## src/rtl/mips_pkg.sv

```systemverilog
// mips_pkg: shared MIPS register-file constants and types
package mips_pkg;
  localparam int REG_COUNT = 32;
  typedef logic [4:0] reg_addr_t;
  typedef logic [31:0] word_t;
  localparam reg_addr_t REG_ZERO = 5'd0;
endpackage

```

## src/rtl/nbit_decoder.sv

```systemverilog
// nbit_decoder: enable-gated one-hot decode of an AW-bit address
module nbit_decoder #(
  parameter int AW = 5
) (
  input  logic              en,
  input  logic [AW-1:0]     addr,
  output logic [2**AW-1:0]  onehot
);
  always_comb begin
    onehot = '0;
    onehot[addr] = en;
  end
endmodule

```

## src/rtl/mips_reg_file.sv

```systemverilog
// mips_reg_file: 32x32 MIPS register file, 2 async read ports, 1 sync write port, optional bypass
module mips_reg_file
  import mips_pkg::*;
#(
  parameter int N      = 32,
  parameter int DEPTH  = REG_COUNT,
  parameter int AW     = $clog2(DEPTH),
  parameter int BYPASS = 1
) (
  input  logic          clk,
  input  logic          rst_n,
  input  logic [AW-1:0] ra1,
  input  logic [AW-1:0] ra2,
  output logic [N-1:0]  rd1,
  output logic [N-1:0]  rd2,
  input  logic          we,
  input  logic [AW-1:0] wa,
  input  logic [N-1:0]  wd,
  output logic          wr_ack
);
  logic [N-1:0]     regs [DEPTH];
  logic [DEPTH-1:0] en;
  logic [DEPTH-1:0] wen;
  logic             byp;
  nbit_decoder #(.AW(AW)) u_dec (
    .en    (we),
    .addr  (wa),
    .onehot(en)
  );
  // $zero never gets an enable, so an X on we with wa=0 cannot reach any register
  assign wen = en & ~DEPTH'(1);
  for (genvar i = 0; i < DEPTH; i++) begin : g_reg
    always_ff @(posedge clk or negedge rst_n)
      if (!rst_n) regs[i] <= '0;
      else if (wen[i]) regs[i] <= wd;
  end
  always_ff @(posedge clk or negedge rst_n)
    if (!rst_n) wr_ack <= 1'b0;
    else wr_ack <= |wen;
  // bypass is suppressed during reset so reads stay 0 while rst_n is low
  assign byp = (BYPASS != 0) && rst_n && we;
  assign rd1 = (ra1 == AW'(REG_ZERO)) ? '0 : (byp && wa == ra1) ? wd : regs[ra1];
  assign rd2 = (ra2 == AW'(REG_ZERO)) ? '0 : (byp && wa == ra2) ? wd : regs[ra2];
endmodule

```

## config.mk

```make
export PLATFORM = sky130hd
export DESIGN_NAME = mips_reg_file
export DESIGN_NICKNAME = d
export VERILOG_FILES = /design/src/rtl/mips_pkg.sv /design/src/rtl/nbit_decoder.sv /design/src/rtl/mips_reg_file.sv
export SDC_FILE = /design/constraint.sdc
export NUM_CORES = 2
export LEC_CHECK = 0
export BUFFER_PORTS_ARGS = -buffer_cell sky130_fd_sc_hd__buf_2
export CAP_MARGIN = 20
export CORE_MARGIN = 2
export CORE_UTILIZATION = 30
export DETAILED_ROUTE_END_ITERATION = 8
export GPL_TIMING_DRIVEN = 0
export HOLD_SLACK_MARGIN = 0.02
export PLACE_DENSITY = 0.5
export SLEW_MARGIN = 20
export SYNTH_ARGS = -nofsm -noshare
export SYNTH_HDL_FRONTEND = slang
export SYNTH_SLANG_ARGS = --single-unit
```

## constraint.sdc

```tcl
create_clock -name clk -period 1.9 [get_ports clk]
set_clock_uncertainty 0.2 [all_clocks]
set_input_delay 0.095 -clock clk [delete_from_list [all_inputs] [get_ports clk]]
set_output_delay 0.095 -clock clk [all_outputs]
set_load 0.005 [all_outputs]
```

==> results.tsv <==
stage	metric	value	unit
routing	drt initial violations	4414	
cts	clk sink count	993	
pwr	total power	69000	µW
yosys	main combinational cell family by area after synthesis	multiplexers	
global_routing	vias in the first global route	38900	
yosys	Yosys top cell by area	dfrtp_1	
placed_design	Buffers on Ports	104	
routing	DRT antenna net count	0	
setup_path	Critical Path Source	ra2[1]	
placed_design	routability congestion estimate	1.00	
global_routing	Overall Global Routing Usage	26.8	%
yosys	Synth Area in XOR/XNOR	0.162	%
routing	Remaining DRCs	0	
timing	Fin. Hold Viols	0	
yosys	Compound-Gate Fraction of Synth Area	5.52	%
setup_path	critical setup path kind	input port to primary output	
yosys	top-count cell post-synth	mux2_2	
outcome	violated checks	setup timing	
yosys	Post-Synth Simple-Gate Area	2.76	%
yosys	yosys warns	0	
layout	fraction of layout instances using a drive strength above 1	60.2	%
setup_path	slowest CP cell	a21oi_2	
placed_design	dpl hpwl	179	mm
worst_hold_path	Worst Hold Launch	wa[4]	
timing	worst slew pin tran	1.13	ns
timing	setup ws final	-1.11	ns
cts	clock latency on the worst-skew pair	0.77	ns
setup_path	worst-path fanout max	10	
global_routing	global route overflow	0	
yosys	syn nets	3836	
timing	count of pins over their slew limit	0	
timing	period utilization	158	%
setup_path	critical-path cell list	buf_4, nor2b_1, clkbuf_4, buf_4, clkbuf_4, a221oi_1, nor3_4, nor3_2, a21oi_2, buf_2	
yosys	EDFF count, synth	0	
floorplanning	Die Area	184000	µm²
floorplanning	die width	429	µm
timing	setup violators final	580	
setup_path	Worst Path Required	1.60	ns
yosys	library cells used by synthesis	53	
floorplanning	DIE HEIGHT	429	µm
global_routing	first-pass GRT wire length	340	mm
outcome	run status	finished with violations	
placed_design	DP Worst Slack	-2.64	ns
yosys	mux contribution to synthesized area	42.0	%
setup_path	CP peak stage delay	0.39	ns
floorplanning	Top Ports	115	
global_routing	antenna violations before repair	19	
cts	Clock Pin Slew Worst Setup and Hold Paths	0.06	ns
setup_path	Worst setup EP type	primary output	
setup_path	worst r2r src	regs[299]$_DFFE_PN0P_	
floorplanning	Starting Density	30.2	%
timing	Period minus WS final	3.01	ns
layout	Fillers	17100	
cts	Max Root-Sink Buffers	3	
placed_design	dpl cells	6255	
timing	RSZ-0062 raised after global routing	yes	
pwr	Leak	0.0279	µW
routing	detailed-router iteration count before antenna repair	7	
timing	setup tns final	-174.98	ns
yosys	ys async rst share	100	%
routing	Routed WL	251	mm
yosys	Synth Area in Adders	0	%
cts	Root Buffer	clkbuf_16	
yosys	synth top area cells	dfrtp_1 (46%), mux2_2 (24%), mux4_2 (16%), mux2i_1 (2.1%), buf_2 (1.4%)	
yosys	#FFs+latches synth	993	
routing	via count	39000	
pwr	pwr dens	1040	nW/µm²
yosys	synthesized instance count	3786	
cts	H-tree level count	3	
floorplanning	Row Count	155	
setup_path	WP data arrival	2.71	ns
timing	worst hold slack	0.0163	ns
yosys	Avg Inst Size Synth	14.3	µm²
cts	TritonCTS clock tree	built	
routing	vias per cell	5.93	
job	Max Cap Violations	0	
layout	Layout Cells excl Fill	6583	
timing	Slew headroom	24.8	%
cts	CTS Buf Count	112	
yosys	Synth top area share	45.9	%
worst_hold_path	min-delay worst type	input port to register	
pwr	Peak VDD IR	0.736	mV
layout	area growth from synthesis to layout	23.2	%
yosys	sequential fraction of the synthesis area	45.9	%
floorplanning	Core ar.	179000	µm²
timing	maximum clock rate	333	MHz
global_routing	largest net degree at the start of global routing	131	
layout	Layout Nets	4171	
setup_path	Critical Path Start Type	input port	
routing	DR WL/cell	38.2	µm
yosys	Synth Cell Area	54100	µm²
yosys	Commonest cells post-synth	mux2_2 (1147), dfrtp_1 (993), mux4_2 (385), clkbuf_1 (175), buf_2 (150)	
yosys	Top FF cell, synth	dfrtp_1	
[stage by stage]
stage          util [%]  area [µm²]
6_report           37.3       66600
5_1_grt            37.2       66600
4_1_cts            36.5       65300
3_5_place_dp       32.4       57900
3_3_place_gp       32.2       57600
2_1_floorplan         -       54100
[power by group]
part / internal, µW / switching, µW / total [µW] / leakage [µW]
sequential: 25300 / 3260 / 28600 / 0.0127
clock: 13200 / 9780 / 22900 / 0.00189
combinational: 9010 / 8500 / 17500 / 0.0134
[repair_timing]
action | CTS | global route
pin swaps | 115 | 79
cloned | 4 | 3
endpoints found under the setup margin | 251 | 1245
endpoints found under the hold margin | 1259 | 140
gates resized for setup | 594 | 269
buffers inserted | 20 | 11
hold buffers | 59 | 11
[placed cells by master (no fill, tap or decap), types with 22 or more instances in the layout]
master         instances
mux2_2              1124
dfrtp_1              992
mux4_2               385
buf_2                186
clkbuf_1             123
clkbuf_16            117
mux2i_1              102
buf_4                 74
clkbuf_2              70
a22oi_1               57
dlygate4sd3_1         56
nand2_1               47
a221oi_1              47
buf_6                 45
nor3_2                45
clkbuf_4              38
o22ai_1               36
nor2b_1               36
clkbuf_8              34
nor2_2                33
o21ai_0               32
a211oi_2              31
clkinv_2              24
mux2_4                23
o221ai_4              22
[final cells by class]
| class | count | area (µm²) | share of cell area [%] |
|---|---|---|---|
| repair buffers | 222 | 2090 | 3.13 |
| well taps | 2355 | 2950 | 4.42 |
| clock inverters | 41 | 447 | 0.671 |
| diodes | 10 | 25.0 | 0.0376 |
| flip-flops and latches | 993 | 24900 | 37.3 |
| plain buffers | 414 | 2690 | 4.04 |
| multi-input cells | 2374 | 30200 | 45.3 |
| inverters | 4 | 15.0 | 0.0225 |
| clock buffers | 170 | 3360 | 5.05 |
[cell families (layout without fill, tap and decap cells)]
kind of cell | Yosys count | count (layout)
muxes | 1645 | 1645
DFF | 993 | 993
AOI/OAI and AO/OA | 421 | 421
buffers and inverters | 419 | 851
and+or+nand+nor | 298 | 298
xor gates and xnor gates | 10 | 10
other | 0 | 10
[critical path, delay by kind of cell]
kind	cells	cell delay, ns
buffers and inverters	5	1.31
AND/OR/NAND/NOR	3	0.72
AO/OA/AOI/OAI	2	0.54
[layer usage]
| metal | up-vias | track usage [%] | wire length [µm] |
|---|---|---|---|
| met5 | - | 0 | 56 |
| met4 | 8 | 15.9 | 17100 |
| met2 | 1983 | 40.5 | 112000 |
| met3 | 595 | 6.42 | 21800 |
| li1 | 15400 | - | - |
| met1 | 21100 | 34.8 | 100000 |
[registers in the layout (all words and copies together), names as in the netlist]
signal,count
wr_ack,1
regs,992
[worst paths after layout]
check,endpoint,depth (start not counted),slack (ns)
worst min-delay path,regs[256]$_DFFE_PN0P_,4,0.02
worst min register to register,regs[187]$_DFFE_PN0P_,1,0.32
worst max register to register,regs[299]$_DFFE_PN0P_,2,0.75
max in group asynchronous,regs[597]$_DFFE_PN0P_,10,-0.46
worst max-delay path,rd2[12],10,-1.11
min in group asynchronous,regs[115]$_DFFE_PN0P_,4,0.06
Note: power is estimated with default switching activity, not from simulation.
